**config.mk**
```make
export PLATFORM = sky130hd
export DESIGN_NAME = mux_scan_nch
export DESIGN_NICKNAME = d
export VERILOG_FILES = /design/src/rtl/mux_scan_nch.sv
export SDC_FILE = /design/constraint.sdc
export NUM_CORES = 1
export LEC_CHECK = 0
export ABC_AREA = 1
export CORE_MARGIN = 3
export CORE_UTILIZATION = 48
export CTS_CLUSTER_SIZE = 24
export DETAILED_ROUTE_END_ITERATION = 6
export PLACE_DENSITY_LB_ADDON = 0.05
export SKIP_LAST_GASP = 1
export SLEW_MARGIN = 10
export SYNTH_ARGS = -nofsm -noshare
export SYNTH_HDL_FRONTEND = slang
export SYNTH_SLANG_ARGS = --single-unit
```
**constraint.sdc**
```tcl
create_clock -name clk -period 4.8 [get_ports clk]
set_clock_uncertainty 0.15 [all_clocks]
set_input_delay 0.96 -clock clk [delete_from_list [all_inputs] [get_ports clk]]
set_output_delay 0.96 -clock clk [all_outputs]
set_load 0.01 [all_outputs]
```
**src/rtl/mux_scan_nch.sv**
```systemverilog
// mux_scan_nch: registered N-channel multiplexer with manual and round-robin scan selection.
//
// Ports:
//   clk        rising-edge clock
//   rst_n      asynchronous active-low reset
//   din        packed channel data, channel k at din[k*W +: W]
//   sel        manual channel index (mode = 0)
//   mode       0 = manual, 1 = scan
//   en         capture/advance enable, sampled every rising edge
//   mask       scan participation, bit k enables channel k
//   dout       registered selected data
//   dout_ch    index of the channel currently on dout
//   dout_valid dout/dout_ch were updated by the last edge
//   scan_wrap  last output of a scan pass
//   sel_err    manual sel was out of range (sel >= NCH)
module mux_scan_nch #(
  parameter int unsigned NCH = 4,
  parameter int unsigned W   = 1,
  localparam int unsigned SW = (NCH > 2) ? $clog2(NCH) : 1
) (
  input  logic             clk,
  input  logic             rst_n,
  input  logic [NCH*W-1:0] din,
  input  logic [SW-1:0]    sel,
  input  logic             mode,
  input  logic             en,
  input  logic [NCH-1:0]   mask,
  output logic [W-1:0]     dout,
  output logic [SW-1:0]    dout_ch,
  output logic             dout_valid,
  output logic             scan_wrap,
  output logic             sel_err
);

  logic [SW-1:0] ptr_q, ptr_d;
  logic [W-1:0]  dout_d;
  logic [SW-1:0] dout_ch_d;
  logic          valid_d, wrap_d, err_d;

  logic          sel_ok;
  logic          hi_found, lo_found, scan_found;
  logic [SW-1:0] hi_idx, lo_idx, scan_idx;
  logic [W-1:0]  sel_data, scan_data;

  // Index following i, wrapping at NCH-1 (also correct for non-power-of-2 NCH).
  function automatic logic [SW-1:0] next_ch(input logic [SW-1:0] i);
    if (32'(i) == NCH - 1) return '0;
    return i + 1'b1;
  endfunction

  assign sel_ok = (32'(sel) < NCH);

  // Circular search split in two halves: the lowest enabled index at or above
  // ptr wins; otherwise the lowest enabled index below ptr (a wrapped pick).
  always_comb begin
    hi_found = 1'b0;
    lo_found = 1'b0;
    hi_idx   = '0;
    lo_idx   = '0;
    for (int k = int'(NCH) - 1; k >= 0; k--) begin
      if (mask[k]) begin
        if (k >= int'(ptr_q)) begin
          hi_found = 1'b1;
          hi_idx   = SW'(k);
        end else begin
          lo_found = 1'b1;
          lo_idx   = SW'(k);
        end
      end
    end
    scan_found = hi_found | lo_found;
    scan_idx   = hi_found ? hi_idx : lo_idx;
  end

  // Data muxes for the manual and scan picks.
  always_comb begin
    sel_data  = '0;
    scan_data = '0;
    for (int k = 0; k < int'(NCH); k++) begin
      if (sel == SW'(k))      sel_data  = din[k*W +: W];
      if (scan_idx == SW'(k)) scan_data = din[k*W +: W];
    end
  end

  always_comb begin
    dout_d    = dout;
    dout_ch_d = dout_ch;
    ptr_d     = ptr_q;
    valid_d   = 1'b0;
    wrap_d    = 1'b0;
    err_d     = 1'b0;
    if (en) begin
      if (!mode) begin
        if (sel_ok) begin
          dout_d    = sel_data;
          dout_ch_d = sel;
          valid_d   = 1'b1;
          ptr_d     = next_ch(sel);
        end else begin
          // Bad index: blank the data but keep the last good channel tag.
          dout_d = '0;
          err_d  = 1'b1;
        end
      end else if (scan_found) begin
        dout_d    = scan_data;
        dout_ch_d = scan_idx;
        valid_d   = 1'b1;
        wrap_d    = lo_found & ~hi_found | (32'(scan_idx) == NCH - 1);
        ptr_d     = next_ch(scan_idx);
      end
    end
  end

  always_ff @(posedge clk or negedge rst_n) begin
    if (!rst_n) begin
      dout       <= '0;
      dout_ch    <= '0;
      dout_valid <= 1'b0;
      scan_wrap  <= 1'b0;
      sel_err    <= 1'b0;
      ptr_q      <= '0;
    end else begin
      dout       <= dout_d;
      dout_ch    <= dout_ch_d;
      dout_valid <= valid_d;
      scan_wrap  <= wrap_d;
      sel_err    <= err_d;
      ptr_q      <= ptr_d;
    end
  end

endmodule

```
; Yosys cells after proc, flatten, opt, wreduce, memory -nomap -nowiden
; Cells that the tools add are included.
[totals]
reg_bits = 7
input_bits = 14
out_inout_bits = 6
word_cells = 82
[op_classes]
n_addsub = 2
n_lt_le_gt_ge = 3
eq_ne = 7
mux = 58
bitwise_logic = 4
reduce_logical = 3
[op_table]
columns = operator, n
row1 = $mux W2, 22
row2 = $mux W1, 36
row3 = $eq A2 B2 Y1 const B, 4
row4 = $add A2 B1 Y2 const B, 2
row5 = $eq A2 B1 Y1 const B, 2
row6 = $ge A1 B2 Y1 const A, 2
row7 = $logic_not A2 Y1, 2
row8 = $ge A2 B2 Y1 const A, 1
row9 = $ne A2 B1 Y1 const B, 1
row10 = $or A1 B1 Y1, 2
row11 = $reduce_and A2 Y1, 1
row12 = $and A1 B1 Y1, 1
row13 = $not A1 Y1, 1

; Longest topological paths before layout
[depth]
ltp_word = 16
mapped_depth = 14
ltp_nobuf = 14

; Worst setup path after synthesis
; Ideal clock, no wire load.
[synth_timing]
path_type = input -> register
startpoint = in mask[2]
endpoint = reg dout
t_arrival_ns = 2.116
t_required_ns = 4.585
slack_ns = 2.469
path_stages = 11
n_path_buf = 0
cell_sequence = a21oi_1 > nand3_1 > nand2_2 > inv_1 > ha_1 > o21a_1 > o21ai_0 > nand2_1 > nand2_1 > nand2_1 > nand2_1
[synth_via]
elab_chain_cells = 13
elab_cells_between_ends = 34
classes_between = eq/ne (4) / mux (27) / bitwise (1) / reduce/logical (2)
[synth_rtl]
columns = element, line_no
row1 = start: declaration, 27  ; input logic [NCH-1:0] mask,
row2 = $mux W2 or $mux W1 (tied branches), 61  ; if (mask[k]) begin
row3 = $mux W2 or $mux W1 (tied branches), 62  ; if (k >= int'(ptr_q)) begin
row4 = $mux W2 or $mux W1 (tied branches), 61
row5 = $mux W2 or $mux W1 (tied branches), 62
row6 = $mux W2 or $mux W1 (tied branches), 61
row7 = $mux W2, 72  ; scan_idx = hi_found ? hi_idx : lo_idx;
row8 = $logic_not A2 Y1, 81  ; if (scan_idx == SW'(k)) scan_data = din[k*W +: W];
row9 = $mux W1 (4 in series), 81
row10 = $mux W1, 104  ; end else if (scan_found) begin
row11 = $mux W1, 93  ; if (!mode) begin
row12 = end signal: assignment, 123  ; dout <= dout_d;
row13 = end: declaration, 28  ; output logic [W-1:0] dout,
; Parallel ways exist; a longest one is shown, timed or not. The select of a mux whose other input is x is not followed.
; A chain may end at the register's enable or synchronous reset.

; Final worst setup path
; Same ends and word-level chain as after synthesis.

==> metrics <==
YS warnings 0; CTS tree yes; I/O Buffers 18; vias in the first global route 659; RSZ-0062 raised after global routing no; drt initial violations 14; chip width 43.10 um; simple-gate share of the synthesized area 34.09%; largest family of logic cells by synthesized area simple AND/OR/NAND/NOR gates; Pwr Total 0.0002417 W; setup bufs post-CTS 0; Critical-path top delay cell clkdlybuf4s50_1; CTS Buf Count 3; proportion of synthesized area in mux cells 1.515%; final setup vio count 0; CP Max Fanout 4; DR vias/cell 4.923; crit-path cells clkdlybuf4s50_1 -> inv_1 -> nor2_1 -> nand2_1 -> a21oi_2 -> inv_1 -> ha_1 -> o21a_1 -> o21ai_0 -> nand2_1 -> nand2_1 -> nand2_1 -> nand2_1; outcome completed; Resized Gates After CTS 0; leading cell types in the layout, fill and taps excluded nand2_1 (35), clkdlybuf4s50_1 (18), inv_1 (11); wirelength, routed 1431 um; # H-tree levels 1; Vias 640; Yosys cell types 19; residual DRC count 0; 1st-pass router iterations 4; antenna cells 0; Crit path top cell by count nand2_1; period utilisation layout 58.17%; initial antenna violation count 0; Seq/Total Area, Yosys 26.52%; Worst Setup Path Type in -> reg; clk_lat worst skew 0.24 ns; Die Height 43.10 um; #FFs+latches synth 7; Layout area overhead 31.63%; adder and majority gate portion of the synthesized area 15.15%; WL per Instance 11.01 um; total grt overflow 0; worst path bufs/invs 3; Placer Congestion 0.9043; core area 0.001201 mm^2; Critical Path Sink Type register; most common cell after layout, fill and taps aside nand2_1; Mapped Avg Cell Area 6.882 um^2; setup TNS 0 ns; Arr. time, crit path 2.83 ns; row count 12; Post-Syn Instances 96; Routed Antenna Nets 0; final worst slack 2.008 ns; first-pass GRT wire length 2490 um; Hold/Removal Path Class reg -> reg; Syn Nets 118; Synth Area in Compound Gates 12.69%; XOR/XNOR Fraction of Synth Area 0%; NumNets Final 139; gr usage total 17.11%; Max rail drop VDD 0.2046 mV; fin crit period 2.792 ns; die area 0.001858 mm^2; Required @ worst endpoint 4.84 ns; Clock transition at path regs 0.05 ns; Detailed Place HPWL 1239 um; share of post-route cells with drive strength above 1 10.34%; largest net degree at the start of global routing 9; Critical Path Max Stage Delay 0.50 ns; Max Clk Rate 0.3582 GHz; CTS Hold Bufs 0; Initial Utilization 55.00%; CTS max path bufs 2; Crit path max-delay family buffers and inverters; clk sinks 7; Worst Setup Start Kind input pin; clock root buffer clkbuf_4; I/O pin cnt 20; PD cells 277.9 mW/mm^2; max cap viols 0; mapped cell area 660.6 um^2; Leak 0.4511 nW; Slew Viols, Final 0; Place WS 1.751 ns; Fin. Hold Viols 0
==> logic make-up (layout without fill, tap and decap cells) <==
group                    Yosys count  in the layout
AND/OR/NAND/NOR                   51             51
AO/OA/AOI/OAI                     14             14
buffers and inverters             14             34
adder cells (fa/ha/maj)            8              8
flip-flops                         7              7
other                              1              1
multiplexers                       1              1
==> synth_stat cells <==
library cell	instances	area, um^2
o21a_1	3	22.52
nand2_2	4	25.02
inv_1	11	41.29
nand2_1	35	131.4
nand2_4	1	11.26
buf_4	2	15.01
a21oi_1	6	30.03
nand3_1	2	10.01
nor2_1	7	26.28
nand3_2	1	10.01
a211oi_1	1	7.510
o21ai_0	3	15.01
inv_4	1	6.260
mux2i_1	1	10.01
nor2_4	1	11.26
conb_1	1	3.750
a21oi_2	1	8.760
ha_1	8	100.1
dfrtp_1	7	175.2
==> worst register-to-register path: stages (launching register included) <==
cell and delay, ns:
dfrtp_1 0.42, nand2_2 0.10, a21oi_1 0.22, nand3_1 0.17, nand2_2 0.13, inv_1 0.07, ha_1 0.21, o21a_1 0.18
o21ai_0 0.16, nand2_1 0.08, nand2_1 0.07, nand2_1 0.05, nand2_1 0.05
==> final cells by class <==
| cell class | count | area (um^2) |
|---|---|---|
| Timing Repair Buffer | 18 | 180.2 |
| Inverter | 12 | 47.55 |
| Sequential cell | 7 | 175.2 |
| Fill cell | 111 | 331.6 |
| Clock buffer | 4 | 26.28 |
| Multi-Input combinational cell | 75 | 422.9 |
| Tap cell | 14 | 17.52 |
==> registers in the layout, indices dropped and copies added (netlist names) <==
register,flops
dout,1
ptr_q,2
scan_wrap,1
dout_valid,1
dout_ch,2
==> metal layers <==
| layer | part of all wire, % | routed length, um | GRT usage (%) |
|---|---|---|---|
| met3 | 3.8 | 54 | 4.237 |
| met4 | 1.0 | 15 | 4.217 |
| met2 | 52 | 751 | 32.15 |
| met5 | 0 | 0 | 0 |
| met1 | 43 | 610 | 18.62 |
==> power by group <==
group	switching (W)	internal [W]
combinational	0.0000610	0.0000502
clock	0.0000211	0.0000317
sequential	0.00000830	0.0000694
==> through the flow <==
step	util, %	instances	instance area (um^2)	hold slack (ns)
after detailed placement	70.21	126	843.3	0.3203
final	72.40	130	869.6	0.3321
after floorplan	-	96	660.6	0.3414
after global routing	72.40	130	869.6	0.3698
after CTS	72.40	130	869.6	0.3376
after global placement	70.21	126	843.3	0.3155
==> path summary, 6_finish.rpt <==
check / startpoint / endpoint / slack [ns] / cells after the start
min: dout_ch[0] / dout_ch[0] / 0.33 / 2
max: mask[2] / dout / 2.01 / 13
min in group asynchronous: rst_n / dout_valid / 0.83 / 1
max in group asynchronous: rst_n / ptr_q[0] / 3.42 / 1
max reg2reg: ptr_q[1] / dout / 2.69 / 12
min reg2reg: dout_ch[0] / dout_ch[0] / 0.33 / 2
(Power assumes the default switching activity.)
